$ cat src/rtl/lsu_pkg.sv
// Shared definitions for the load/store unit: access-size codes, FSM states and
// the load-lane extension helper.
package lsu_pkg;

    localparam logic [1:0] SZ_BYTE = 2'd0;
    localparam logic [1:0] SZ_HALF = 2'd1;
    localparam logic [1:0] SZ_WORD = 2'd2;

    typedef enum logic [2:0] {
        IDLE,
        RD,
        RMW_RD,
        WR,
        RESP
    } lsu_state_t;

    // Extend a right-justified lane to 32 bits; word accesses pass through unchanged.
    function automatic logic [31:0] extend(input logic [31:0] lane,
                                           input logic [1:0]  size,
                                           input logic        sgn);
        case (size)
            SZ_BYTE: extend = {{24{sgn & lane[7]}}, lane[7:0]};
            SZ_HALF: extend = {{16{sgn & lane[15]}}, lane[15:0]};
            default: extend = lane;
        endcase
    endfunction

endpackage

$ cat src/rtl/load_store_unit_if.sv
// CPU-side request/response handshake of the load/store unit.
// master = CPU datapath, slave = load_store_unit.
interface load_store_unit_if #(
    parameter int ADDR_WIDTH = 32
);
    logic                  req_valid;
    logic                  req_ready;
    logic                  req_write;
    logic [1:0]            req_size;
    logic                  req_signed;
    logic [ADDR_WIDTH-1:0] req_addr;
    logic [31:0]           req_wdata;
    logic                  resp_valid;
    logic [31:0]           resp_rdata;
    logic                  resp_misaligned;
    logic                  resp_range_err;

    modport master (
        output req_valid, req_write, req_size, req_signed, req_addr, req_wdata,
        input  req_ready, resp_valid, resp_rdata, resp_misaligned, resp_range_err
    );

    modport slave (
        input  req_valid, req_write, req_size, req_signed, req_addr, req_wdata,
        output req_ready, resp_valid, resp_rdata, resp_misaligned, resp_range_err
    );
endinterface

$ cat src/rtl/lsu_lane_align.sv
// Combinational lane logic: extracts/extends a load lane from a memory word and
// merges a store lane into a memory word (little-endian byte lanes).
module lsu_lane_align
    import lsu_pkg::*;
(
    input  logic [31:0] word_i,
    input  logic [1:0]  byte_off_i,
    input  logic [1:0]  size_i,
    input  logic        signed_i,
    input  logic [31:0] wdata_i,
    output logic [31:0] load_o,
    output logic [31:0] store_o
);
    logic [4:0]  shamt;
    logic [31:0] lane_mask;
    logic [31:0] shifted_mask;

    assign shamt = {byte_off_i, 3'b000};

    always_comb begin
        case (size_i)
            SZ_BYTE: lane_mask = 32'h0000_00FF;
            SZ_HALF: lane_mask = 32'h0000_FFFF;
            default: lane_mask = 32'hFFFF_FFFF;
        endcase
    end

    assign shifted_mask = lane_mask << shamt;
    assign load_o       = extend(word_i >> shamt, size_i, signed_i);
    assign store_o      = (word_i & ~shifted_mask) | ((wdata_i << shamt) & shifted_mask);

endmodule

$ cat src/rtl/load_store_unit.sv
// Load/store unit: turns byte/halfword/word CPU requests into word memory accesses,
// using read-modify-write for sub-word stores. Optional macro: LSU_MISALIGN_CHECK_EN.
module load_store_unit
    import lsu_pkg::*;
#(
    parameter int ADDR_WIDTH = 32,
    parameter int MEM_WORDS  = 256
) (
    input  logic                  clk,
    input  logic                  reset,
    load_store_unit_if.slave      cpu,
    output logic [ADDR_WIDTH-1:0] address,
    output logic [31:0]           dataWrite,
    output logic                  memWrite,
    output logic                  memRead,
    input  logic [31:0]           dataRead
);
    lsu_state_t            state_q, state_d;
    logic                  write_q, write_d;
    logic                  sgn_q, sgn_d;
    logic [1:0]            size_q, size_d;
    logic [ADDR_WIDTH-1:0] addr_q, addr_d;
    logic [31:0]           wdata_q, wdata_d;
    logic [31:0]           merge_q, merge_d;
    logic [31:0]           rdata_q, rdata_d;
    logic                  mis_q, mis_d;
    logic                  rng_q, rng_d;

    logic [1:0]            size_eff;
    logic [1:0]            align_mask;
    logic                  misaligned;
    logic                  out_of_range;
    logic [ADDR_WIDTH-1:0] addr_eff;
    logic [31:0]           load_word;
    logic [31:0]           store_word;

    // Reserved size code 3 behaves as a word access.
    assign size_eff   = (cpu.req_size == 2'd3) ? SZ_WORD : cpu.req_size;
    assign align_mask = (size_eff == SZ_HALF) ? 2'b01 :
                        (size_eff == SZ_WORD) ? 2'b11 : 2'b00;

`ifdef LSU_MISALIGN_CHECK_EN
    assign misaligned = |(cpu.req_addr[1:0] & align_mask);
    assign addr_eff   = cpu.req_addr;
`else
    assign misaligned = 1'b0;
    assign addr_eff   = {cpu.req_addr[ADDR_WIDTH-1:2], cpu.req_addr[1:0] & ~align_mask};
`endif

    assign out_of_range = {2'b00, cpu.req_addr[ADDR_WIDTH-1:2]} >= ADDR_WIDTH'(MEM_WORDS);

    always_comb begin
        // NOTE: every always_comb output gets a default first so no path infers a latch.
        state_d = state_q;
        write_d = write_q;
        sgn_d   = sgn_q;
        size_d  = size_q;
        addr_d  = addr_q;
        wdata_d = wdata_q;
        merge_d = merge_q;
        rdata_d = rdata_q;
        mis_d   = mis_q;
        rng_d   = rng_q;
        case (state_q)
            IDLE: begin
                if (cpu.req_valid) begin
                    write_d = cpu.req_write;
                    sgn_d   = cpu.req_signed;
                    size_d  = size_eff;
                    addr_d  = addr_eff;
                    wdata_d = cpu.req_wdata;
                    merge_d = '0;
                    rdata_d = '0;
                    mis_d   = misaligned;
                    rng_d   = out_of_range;
                    if (misaligned || out_of_range) state_d = RESP;
                    else if (!cpu.req_write)        state_d = RD;
                    else if (size_eff == SZ_WORD)   state_d = WR;
                    else                            state_d = RMW_RD;
                end
            end
            RD: begin
                rdata_d = load_word;
                state_d = RESP;
            end
            RMW_RD: begin
                merge_d = dataRead;
                state_d = WR;
            end
            WR:      state_d = RESP;
            RESP:    state_d = IDLE;
            default: state_d = IDLE;
        endcase
    end

    always_ff @(posedge clk) begin
        // NOTE: state uses non-blocking assignments; reset is synchronous and clears every register.
        if (reset) begin
            state_q <= IDLE;
            write_q <= 1'b0;
            sgn_q   <= 1'b0;
            size_q  <= SZ_BYTE;
            addr_q  <= '0;
            wdata_q <= '0;
            merge_q <= '0;
            rdata_q <= '0;
            mis_q   <= 1'b0;
            rng_q   <= 1'b0;
        end else begin
            state_q <= state_d;
            write_q <= write_d;
            sgn_q   <= sgn_d;
            size_q  <= size_d;
            addr_q  <= addr_d;
            wdata_q <= wdata_d;
            merge_q <= merge_d;
            rdata_q <= rdata_d;
            mis_q   <= mis_d;
            rng_q   <= rng_d;
        end
    end

    // Loads extract from the live memory word; stores merge into the captured word.
    lsu_lane_align u_lane_align (
        .word_i     (write_q ? merge_q : dataRead),
        .byte_off_i (addr_q[1:0]),
        .size_i     (size_q),
        .signed_i   (sgn_q),
        .wdata_i    (wdata_q),
        .load_o     (load_word),
        .store_o    (store_word)
    );

    assign address   = {addr_q[ADDR_WIDTH-1:2], 2'b00};
    assign dataWrite = store_word;
    assign memRead   = (state_q == RD) || (state_q == RMW_RD);
    // Gated so a reset arriving during WR cannot commit a partial store.
    assign memWrite  = (state_q == WR) && !reset;

    assign cpu.req_ready       = (state_q == IDLE);
    assign cpu.resp_valid      = (state_q == RESP);
    assign cpu.resp_rdata      = rdata_q;
    assign cpu.resp_misaligned = mis_q;
    assign cpu.resp_range_err  = rng_q;

endmodule

$ cat src/flat_wrapper.sv
// flat-port wrapper written by rule: the top's interface ports become plain ports
module load_store_unit_flat import lsu_pkg::*;
#(
    parameter int ADDR_WIDTH = 32,
    parameter int MEM_WORDS  = 256
)
  (clk, reset, address, dataWrite, memWrite, memRead, dataRead, cpu_req_valid, cpu_req_write, cpu_req_size, cpu_req_signed, cpu_req_addr, cpu_req_wdata, cpu_req_ready, cpu_resp_valid, cpu_resp_rdata, cpu_resp_misaligned, cpu_resp_range_err);
  load_store_unit_if #(.ADDR_WIDTH(ADDR_WIDTH)) cpu_i ();
  input  logic clk;
  input  logic reset;
  output logic [ADDR_WIDTH-1:0] address;
  output logic [31:0] dataWrite;
  output logic memWrite;
  output logic memRead;
  input  logic [31:0] dataRead;
  input wire logic [$bits(cpu_i.req_valid)-1:0] cpu_req_valid;
  input wire logic [$bits(cpu_i.req_write)-1:0] cpu_req_write;
  input wire logic [$bits(cpu_i.req_size)-1:0] cpu_req_size;
  input wire logic [$bits(cpu_i.req_signed)-1:0] cpu_req_signed;
  input wire logic [$bits(cpu_i.req_addr)-1:0] cpu_req_addr;
  input wire logic [$bits(cpu_i.req_wdata)-1:0] cpu_req_wdata;
  output wire logic [$bits(cpu_i.req_ready)-1:0] cpu_req_ready;
  output wire logic [$bits(cpu_i.resp_valid)-1:0] cpu_resp_valid;
  output wire logic [$bits(cpu_i.resp_rdata)-1:0] cpu_resp_rdata;
  output wire logic [$bits(cpu_i.resp_misaligned)-1:0] cpu_resp_misaligned;
  output wire logic [$bits(cpu_i.resp_range_err)-1:0] cpu_resp_range_err;
  assign cpu_i.req_valid = cpu_req_valid;
  assign cpu_i.req_write = cpu_req_write;
  assign cpu_i.req_size = cpu_req_size;
  assign cpu_i.req_signed = cpu_req_signed;
  assign cpu_i.req_addr = cpu_req_addr;
  assign cpu_i.req_wdata = cpu_req_wdata;
  assign cpu_req_ready = cpu_i.req_ready;
  assign cpu_resp_valid = cpu_i.resp_valid;
  assign cpu_resp_rdata = cpu_i.resp_rdata;
  assign cpu_resp_misaligned = cpu_i.resp_misaligned;
  assign cpu_resp_range_err = cpu_i.resp_range_err;
  load_store_unit #(.ADDR_WIDTH(ADDR_WIDTH), .MEM_WORDS(MEM_WORDS)) u_core (.clk(clk), .reset(reset), .cpu(cpu_i), .address(address), .dataWrite(dataWrite), .memWrite(memWrite), .memRead(memRead), .dataRead(dataRead));
endmodule
$ cat config.mk
export PLATFORM = sky130hd
export DESIGN_NAME = load_store_unit_flat
export DESIGN_NICKNAME = d
export VERILOG_FILES = /design/src/rtl/lsu_pkg.sv /design/src/rtl/load_store_unit_if.sv /design/src/rtl/lsu_lane_align.sv /design/src/rtl/load_store_unit.sv /design/src/flat_wrapper.sv
export SDC_FILE = /design/constraint.sdc
export NUM_CORES = 1
export LEC_CHECK = 0
export ABC_AREA = 1
export CORE_MARGIN = 3
export CORE_UTILIZATION = 25
export CTS_BUF_LIST = sky130_fd_sc_hd__clkbuf_8
export DETAILED_ROUTE_END_ITERATION = 7
export DONT_BUFFER_PORTS = 1
export PLACE_DENSITY_LB_ADDON = 0.25
export REMOVE_ABC_BUFFERS = 1
export SLEW_MARGIN = 20
export SYNTH_ARGS = -nofsm -noshare
export SYNTH_HDL_FRONTEND = slang
export SYNTH_SLANG_ARGS = --single-unit
$ cat constraint.sdc
create_clock -name clk -period 4.6 [get_ports clk]
set_input_delay 0.92 -clock clk [delete_from_list [all_inputs] [get_ports clk]]
set_output_delay 0.92 -clock clk [all_outputs]
set_load 0.01 [all_outputs]
==> results.cfg, run 1 <==
[status]
status = finished, final reports clean

[finish]
fin_nets = 1073
drive_above_1_share = 0.0661
nFillCells = 3094
syn_to_final_growth_pct = 5.12
instances_no_fill = 1357

[power]
intPower_mw = 1.74
p_sw_frac = 0.359
power.density_mw_per_mm2 = 370
power.total_mw = 2.71
pwr-share-clk = 0.358
power_leakage_nw = 2.79
power_frac_comb = 0.169
p_switching_uw = 971
ir_drop_uv = 158
pwr-share-seq = 0.474

[sta]
layout_min_cycle_time_ns = 3.95
worst_pin_slew_ns = 0.998
finalSetupViolCount = 0
setup_tns_ns = 0
whs_ns = 0.457
finalHoldViolCount = 0
rsz0062_at_grt = no
max_freq_ghz = 0.253
period_share = 0.860
slew_headroom = 0.332
slew_violations = 0
clock_skew_ns = 0.0193

[worst_setup_path]
cp_max_fo = 32
required_ns = 3.68
crit_path_end_kind = primary output
start_kind = flop
cp.arrival_ns = 3.03
cp_cell_sequence = nor2_4 -> inv_1 -> o2111ai_1 -> o21ai_0
crit_path_max_incr_delay_ns = 0.75
worstSetupPathType = reg -> out
critPathSlowestCell = nor2_4

[clocking]
htreeDepth = 4
cts.path.max_buffers = 2
clk_latency_ns = 0.47
post_cts_buffers = 0
cts_buffers = 17
cts_tree = yes
cts_sinks = 136
root_buffer = clkbuf_8
hold_buffers = 0
clk_transition_reported_paths_ns = 0.09
cts_resized = 0

[detailed_routing]
drc = 0
dr_total_vias = 6711
drt-initial-drc-count = 518
vias_per_cell = 4.95
dr.pass1.iters = 7
totalWireLength_um = 26900
ant_nets = 0
wl_per_cell_um = 19.8

[yosys]
syn-cell-area_sq_mm = 0.00696
synth_cell_types = 34
ys_seq_area_frac = 0.391
netlist_top_cells_count = nand2_1 (233), dfxtp_1 (136), o21ai_0 (124)
syn_avg_cell_area_sq_um = 6.66
synth_edf_count = 0
yosysTopAreaCellShare = 0.391
synthArstFlopShare = 0
ys.flop_type = dfxtp_1
ys_ff_latch = 136
synth.most_common_cell = nand2_1
syn_inst = 1045
ys_top_cells_by_area = dfxtp_1 (39%), nand2_1 (13%), o21ai_0 (8.9%)
yosysTopAreaCell = dfxtp_1
synth_warnings = 0

[floorplan]
pin_count = 205
dieHeight_um = 173
core_region_area_sq_mm = 0.0272
dieArea_sq_mm = 0.0299
rows = 60
fp.dieW_um = 173
start_util = 0.256

[placement]
port_buffers = 0
dp.cells = 1323
dp_hpwl_um = 19000
gp_congestion = 0.861

[worst_hold_path]
hold_path_class = reg -> reg

[global_routing]
grt_pass1_vias = 6407
grt_max_degree = 71
gr-total-overflow = 0
antenna_found_initial = 5
grt_util_all_layers = 0.176
grt_first_pass_wirelength_um = 40500

[job]
maxCapViolCount = 0
==> per-layer routing <==
layer | vias to the layer above | global-route usage | wire length [um]
met2 | 283 | 0.281 | 12400
met3 | 33 | 0.0657 | 2410
met4 | 6 | 0.0476 | 478
met5 | - | 0 | 28
li1 | 3260 | - | -
met1 | 3129 | 0.223 | 11500
==> cells by family (layout without fill, tap and decap cells) <==
group / after synthesis / count (layout) / share of synthesized area
and+or+nand+nor: 434 / 434 / 0.257
AOI/OAI and AO/OA: 296 / 296 / 0.229
other: 1 / 5 / 0.000539
DFF: 136 / 136 / 0.391
buffers and inverters: 178 / 114 / 0.122
==> worst max-delay path, delay by kind of cell, from the launching register on <==
kind | cells | cell delay, ns
and+or+nand+nor | 1 | 0.75
DFF | 1 | 0.63
AOI/OAI and AO/OA | 2 | 0.65
buffers and inverters | 1 | 0.54
==> cells in the final DEF (no fill, tap or decap), types with 2 or more instances in the layout <==
cell type / instances
buf_4: 12
inv_6: 7
o211ai_1: 8
o21ai_0: 124
nand2_1: 233
nor2_1: 117
inv_2: 8
nor2_4: 3
nand3_1: 68
inv_1: 61
o21ai_1: 7
clkinvlp_4: 4
a21boi_0: 7
a221oi_1: 3
o2111ai_1: 4
nand2_2: 4
a21oi_1: 118
a211oi_1: 2
dfxtp_1: 135
conb_1: 3
a22oi_1: 11
diode_2: 2
o22ai_1: 8
nor3_1: 2
inv_8: 3
a31oi_1: 2
nand4_1: 2
clkbuf_8: 17
==> power groups by stage <==
| stage | combinational (mW) | sequential, mW | clock (mW) |
|---|---|---|---|
| 2_1_floorplan | 0.292 | 1.30 | 0 |
| 3_3_place_gp | 0.457 | 1.31 | 0 |
| 3_5_place_dp | 0.458 | 1.31 | 0 |
| 4_1_cts | 0.459 | 1.28 | 0.998 |
| 5_1_grt | 0.508 | 1.29 | 1.05 |
| 6_report | 0.457 | 1.28 | 0.968 |
==> sequential cells by signal, summed over array words and instances (netlist names) <==
register                   flops
u_core.write_q                 1
u_core.merge_q                32
u_core.addr_q                 32
u_core.wdata_q                32
u_core.cpu.resp_rdata         32
u_core.state_q                 3
u_core.sgn_q                   1
u_core.size_q                  2
u_core.cpu.resp_range_err      1
==> worst paths after layout <==
| check | start | endpoint | slack, ns | cells past startpoint |
|---|---|---|---|---|
| setup / recovery | u_core.addr_q[1]$_SDFFE_PP0P_ | dataWrite[16] | 0.65 | 4 |
| hold / removal | u_core.merge_q[20]$_SDFFE_PP0P_ | u_core.merge_q[20]$_SDFFE_PP0P_ | 0.46 | 2 |
| setup reg to reg | u_core.state_q[1]$_SDFFE_PP0P_ | u_core.wdata_q[12]$_SDFFE_PP0P_ | 1.87 | 8 |
| hold reg to reg | u_core.merge_q[20]$_SDFFE_PP0P_ | u_core.merge_q[20]$_SDFFE_PP0P_ | 0.46 | 2 |
==> layout make-up <==
class	count	area, sq um	share of cell area
Multi-Input combinational cell	733	3400	0.465
Sequential cell	136	2720	0.372
Tap cell	372	465	0.0636
Inverter	70	263	0.0359
Clock buffer	17	234	0.0320
Clock inverter	15	130	0.0178
Timing Repair Buffer	12	90.1	0.0123
Antenna cell	2	5.00	0.000684
==> through the flow <==
step	util	setup WS (ns)	cell area, sq um
floorplan	-	1.64	6380
global placement	0.256	1.22	6950
detailed placement	0.256	1.20	6950
CTS	0.269	0.685	7310
global route	0.269	0.470	7310
finish	0.269	0.646	7320
No activity file was read; power rests on OpenSTA's default activity.
==> run 2, diff against run 1 <==
CORE_MARGIN = not set   (was 3)
==> run 2 against run 1 <==
- register-to-register slack worse by 0.26 ns
- fmax is 7.0% higher
- die area is 4.6% lower
- power is 2.8% higher
- flip-flop and latch count stayed put
- clock skew is 0.0044 ns lower
- critical path type unchanged
==> results.cfg, run 2 (same netlist as run 1, synthesis figures left out) <==
[status]
status = finished, final reports clean

[detailed_routing]
drt-initial-drc-count = 491
wl_per_cell_um = 19.2
totalWireLength_um = 26200
drc = 0
ant_nets = 0
dr.pass1.iters = 5
vias_per_cell = 4.87
dr_total_vias = 6631

[finish]
multi_input_area_sq_mm = 0.00340
mostFrequentLayoutCell = nand2_1
syn_to_final_growth_pct = 6.20
fin_nets = 1076
seqCellArea_sq_mm = 0.00272
drive_above_1_share = 0.0690
nFillCells = 3067
finalInstanceArea_sq_mm = 0.00739
layout_common_cells = nand2_1 (233), dfxtp_1 (135), o21ai_0 (124)

[floorplan]
fp.dieW_um = 169
start_util = 0.257
dieArea_sq_mm = 0.0285
rows = 60
dieHeight_um = 169
pin_count = 205
core_region_area_sq_mm = 0.0271

[worst_setup_path]
reg2reg_slack_ns = 1.61
cp_max_fo = 20
start_kind = flop
crit_path_max_incr_delay_ns = 0.85
cp.arrival_ns = 2.78
crit_family = compound AO/OA/AOI/OAI gates
crit_path_end_kind = primary output
cp_num_cells = 5
critPathSlowestCell = dfxtp_1
timing.critical_path.buf_inv = 1
rr_worst_depth = 8
required_ns = 3.68
worstSetupPathType = reg -> out
cp_cell_sequence = nand2_1 -> a22oi_1 -> buf_4 -> o2111ai_1 -> o21ai_0

[power]
pwr-share-clk = 0.376
intPower_mw = 1.85
ir_drop_uv = 145
pwr-share-seq = 0.462
power.density_mw_per_mm2 = 377
p_switching_uw = 931
power_leakage_nw = 2.82
p_sw_frac = 0.335
power_frac_comb = 0.162

[global_routing]
grt_first_pass_wirelength_um = 39200
gr-total-overflow = 0
grt_max_degree = 71
grt_pass1_vias = 6391
grt_util_all_layers = 0.185
antenna_found_initial = 6

[sta]
whs_ns = 0.460
slew_headroom = 0.299
clock_skew_ns = 0.0149
finalHoldViolCount = 0
rsz0062_at_grt = no
setup_tns_ns = 0
finalSetupViolCount = 0
layout_min_cycle_time_ns = 3.70
slew_violations = 0
worst_pin_slew_ns = 1.05
period_share = 0.804
max_freq_ghz = 0.271

[clocking]
hold_buffers = 0
cts_tree = yes
clk_latency_ns = 0.46
cts_resized = 0
clk_transition_reported_paths_ns = 0.08
root_buffer = clkbuf_8
post_cts_buffers = 0
cts.path.max_buffers = 2
htreeDepth = 4
cts_buffers = 17
cts_sinks = 136

[placement]
dpl_cell_area_sq_mm = 0.00697
gp_congestion = 0.862
dp_hpwl_um = 18300
port_buffers = 0

[job]
maxCapViolCount = 0

[worst_hold_path]
whs_path_depth = 2
hold_path_class = reg -> reg
## run 2: cell types whose count changed in the layout (fill, tap and decap cells not counted), moves of 2 or more
cell	previous run	this run
buf_4	12	15
diode_2	2	5
bufinv_16	0	2
inv_6	7	5
inv_8	3	1
## run 2: routing by layer
| layer | global-route usage | vias to the layer above | routed length [um] |
|---|---|---|---|
| met5 | 0 | - | 30 |
| met4 | 0.0553 | 4 | 450 |
| met3 | 0.0666 | 27 | 2430 |
| met2 | 0.299 | 267 | 12000 |
| met1 | 0.230 | 3065 | 11300 |
| li1 | - | 3268 | - |
## run 2: power groups by stage
stage / Combinational [mW] / Clock [mW] / Sequential, mW
6_report: 0.452 / 1.05 / 1.28
5_1_grt: 0.502 / 1.14 / 1.29
4_1_cts: 0.456 / 1.08 / 1.29
3_5_place_dp: 0.455 / 0 / 1.31
3_3_place_gp: 0.453 / 0 / 1.31
2_1_floorplan: 0.292 / 0 / 1.30
## run 2: path summary, 6_finish.rpt
path,from,to
worst max register to register,u_core.state_q[1]$_SDFFE_PP0P_,u_core.cpu.resp_rdata[5]$_SDFFE_PP0P_
worst max-delay path,u_core.addr_q[0]$_SDFFE_PP0P_,dataWrite[16]
worst min register to register,u_core.merge_q[1]$_SDFFE_PP0P_,u_core.merge_q[1]$_SDFFE_PP0P_
worst min-delay path,u_core.merge_q[1]$_SDFFE_PP0P_,u_core.merge_q[1]$_SDFFE_PP0P_
## run 2: area by class of cell
type / instances / share of cell area
clock buffers: 18 / 0.0335
repair buffers: 15 / 0.0152
multi-input cells: 733 / 0.461
well taps: 372 / 0.0630
inverters: 70 / 0.0356
clock inverters: 14 / 0.0218
diodes: 5 / 0.00169
flip-flops and latches: 136 / 0.369
## run 2: through the flow
step                      setup slack, ns  utilization  cells  total power [mW]
after floorplan                      1.64            -    939              1.59
after global placement               1.40        0.257   1326              1.77
after detailed placement             1.39        0.257   1326              1.77
after CTS                           0.867        0.272   1358              2.82
after global routing                0.685        0.272   1359              2.93
final                               0.904        0.273   1363              2.78
## run 2: tightest hold or removal path: cells and delay by family (launching register included)
kind,cells,cell delay (ns)
flip-flops,1,0.31
AND/OR/NAND/NOR,1,0.06
AO/OA/AOI/OAI,1,0.05
==> run 3, diff against run 2 <==
clock period = 3.2 ns   (was 4.6 ns; I/O delays follow)
==> run 3 against run 2 <==
- clock power up 50%
- clock skew up 0.0033 ns
- routed wire length is 1.9% higher
- non-clock buffer count grew 26
- core utilization increased by 0.89 points
- setup slack worse by 0.64 ns
- register-to-register slack worse by 0.72 ns
==> results.cfg, run 3 (same netlist as run 1, synthesis figures left out) <==
[finish]
drive_above_1_share = 0.0958
fin_nets = 1103
finalInstanceArea_sq_mm = 0.00763
multi_input_area_sq_mm = 0.00341
nFillCells = 3071
syn_to_final_growth_pct = 9.67
layout_common_cells = nand2_1 (232), dfxtp_1 (134), o21ai_0 (124)
seqCellArea_sq_mm = 0.00273
fin_util = 0.282
mostFrequentLayoutCell = nand2_1
instances_no_fill = 1389

[global_routing]
grt_pass1_vias = 6322
grt_first_pass_wirelength_um = 39100
antenna_found_initial = 7
grt_util_all_layers = 0.184
gr-total-overflow = 0
grt_max_degree = 71

[placement]
port_buffers = 0
place_ws_ns = 0.520
gp_congestion = 0.849
dpl_cell_area_sq_mm = 0.00719
dp.cells = 1352
dp_hpwl_um = 18700

[power]
power_frac_comb = 0.180
power.total_mw = 4.15
ir_drop_uv = 201
pwr-share-seq = 0.441
p_switching_mw = 1.37
power.density_mw_per_mm2 = 543
intPower_mw = 2.78
pwr-share-clk = 0.379
p_sw_frac = 0.330
power_leakage_nw = 2.98

[worst_setup_path]
crit_path_end_kind = primary output
cp_max_fo = 21
start_kind = flop
required_ns = 2.56
cp.arrival_ns = 2.29
worstSetupPathType = reg -> out

[floorplan]
fp.dieW_um = 169
dieHeight_um = 169
dieArea_sq_mm = 0.0285
pin_count = 205
core_region_area_sq_mm = 0.0271
rows = 60
start_util = 0.257

[detailed_routing]
dr.pass1.iters = 7
dr_total_vias = 6787
totalWireLength_um = 26700
drc = 0
wl_per_cell_um = 19.2
vias_per_cell = 4.89
drt-initial-drc-count = 521
ant_nets = 0

[clocking]
htreeDepth = 4
cts_tree = yes
post_cts_buffers = 0
cts_sinks = 136
root_buffer = clkbuf_8
clk_latency_ns = 0.46
cts.path.max_buffers = 2
clk_transition_reported_paths_ns = 0.08
hold_buffers = 0
cts_buffers = 17

[sta]
finalSetupViolCount = 0
period_share = 0.916
worst_pin_slew_ns = 1.05
clock_skew_ns = 0.0182
finalHoldViolCount = 0
setup_tns_ns = 0
max_freq_ghz = 0.341
layout_min_cycle_time_ns = 2.93
slew_headroom = 0.295
rsz0062_at_grt = no
fin_ws_ns = 0.267
slew_violations = 0
whs_ns = 0.265

[status]
status = finished, final reports clean

[worst_hold_path]
hold_path_class = in -> reg

[job]
maxCapViolCount = 0
run 3: cell count changes in the layout (fill, tap and decap cells not counted):
cell and delta:
buf_4 +24, clkinvlp_4 -4, buf_12 +2, clkinv_2 +2, clkinv_4 +2, bufinv_16 +1, clkbuf_8 -1, dfxtp_1 -1
dfxtp_2 +1, diode_2 -1, nand2_1 -1, nand2_2 +1, nor2_2 +1
run 3: final cells by class:
| class | instances | share of cell area |
|---|---|---|
| multi-input combinational | 734 | 0.447 |
| sequential | 136 | 0.357 |
| tap | 372 | 0.0610 |
| timing repair buffer | 41 | 0.0436 |
| inverter | 70 | 0.0344 |
| clock buffer | 17 | 0.0307 |
| clock inverter | 15 | 0.0248 |
| antenna | 4 | 0.00131 |
run 3: layer usage:
metal,global-route usage,routed length (um),up-vias
met2,0.298,12300,284
met4,0.0447,403,4
met5,0,23,-
li1,-,-,3327
met3,0.0655,2520,28
met1,0.233,11400,3144
run 3: final timing paths:
| path | start | endpoint | slack (ns) | cells past startpoint |
|---|---|---|---|---|
| setup / recovery | u_core.addr_q[1]$_SDFFE_PP0P_ | dataWrite[24] | 0.27 | 7 |
| hold / removal | reset | u_core.cpu.resp_rdata[4]$_SDFFE_PP0P_ | 0.27 | 1 |
| setup reg to reg | u_core.state_q[2]$_SDFFE_PP0P_ | u_core.cpu.resp_rdata[5]$_SDFFE_PP0P_ | 0.89 | 8 |
| hold reg to reg | u_core.merge_q[1]$_SDFFE_PP0P_ | u_core.merge_q[1]$_SDFFE_PP0P_ | 0.46 | 2 |
run 3: power groups by stage:
stage / Sequential, mW / Clock (mW) / Combinational, mW
after global placement: 1.87 / 0 / 0.736
after CTS: 1.83 / 1.62 / 0.741
after detailed placement: 1.86 / 0 / 0.740
final: 1.83 / 1.57 / 0.746
after floorplan: 1.87 / 0 / 0.420
after global routing: 1.84 / 1.69 / 0.820
run 3: critical path, cell delays in order (launching register included):
cell and delay (ns):
dfxtp_2 0.50, inv_2 0.23, nand2_2 0.12, inv_2 0.13, a22oi_1 0.19, o21ai_0 0.10, o21ai_0 0.37, buf_4 0.21
run 3: timing repair:
item	CTS	global route
hold endpoints to repair	0	0
setup endpoints to repair	0	14
resized for setup	0	2
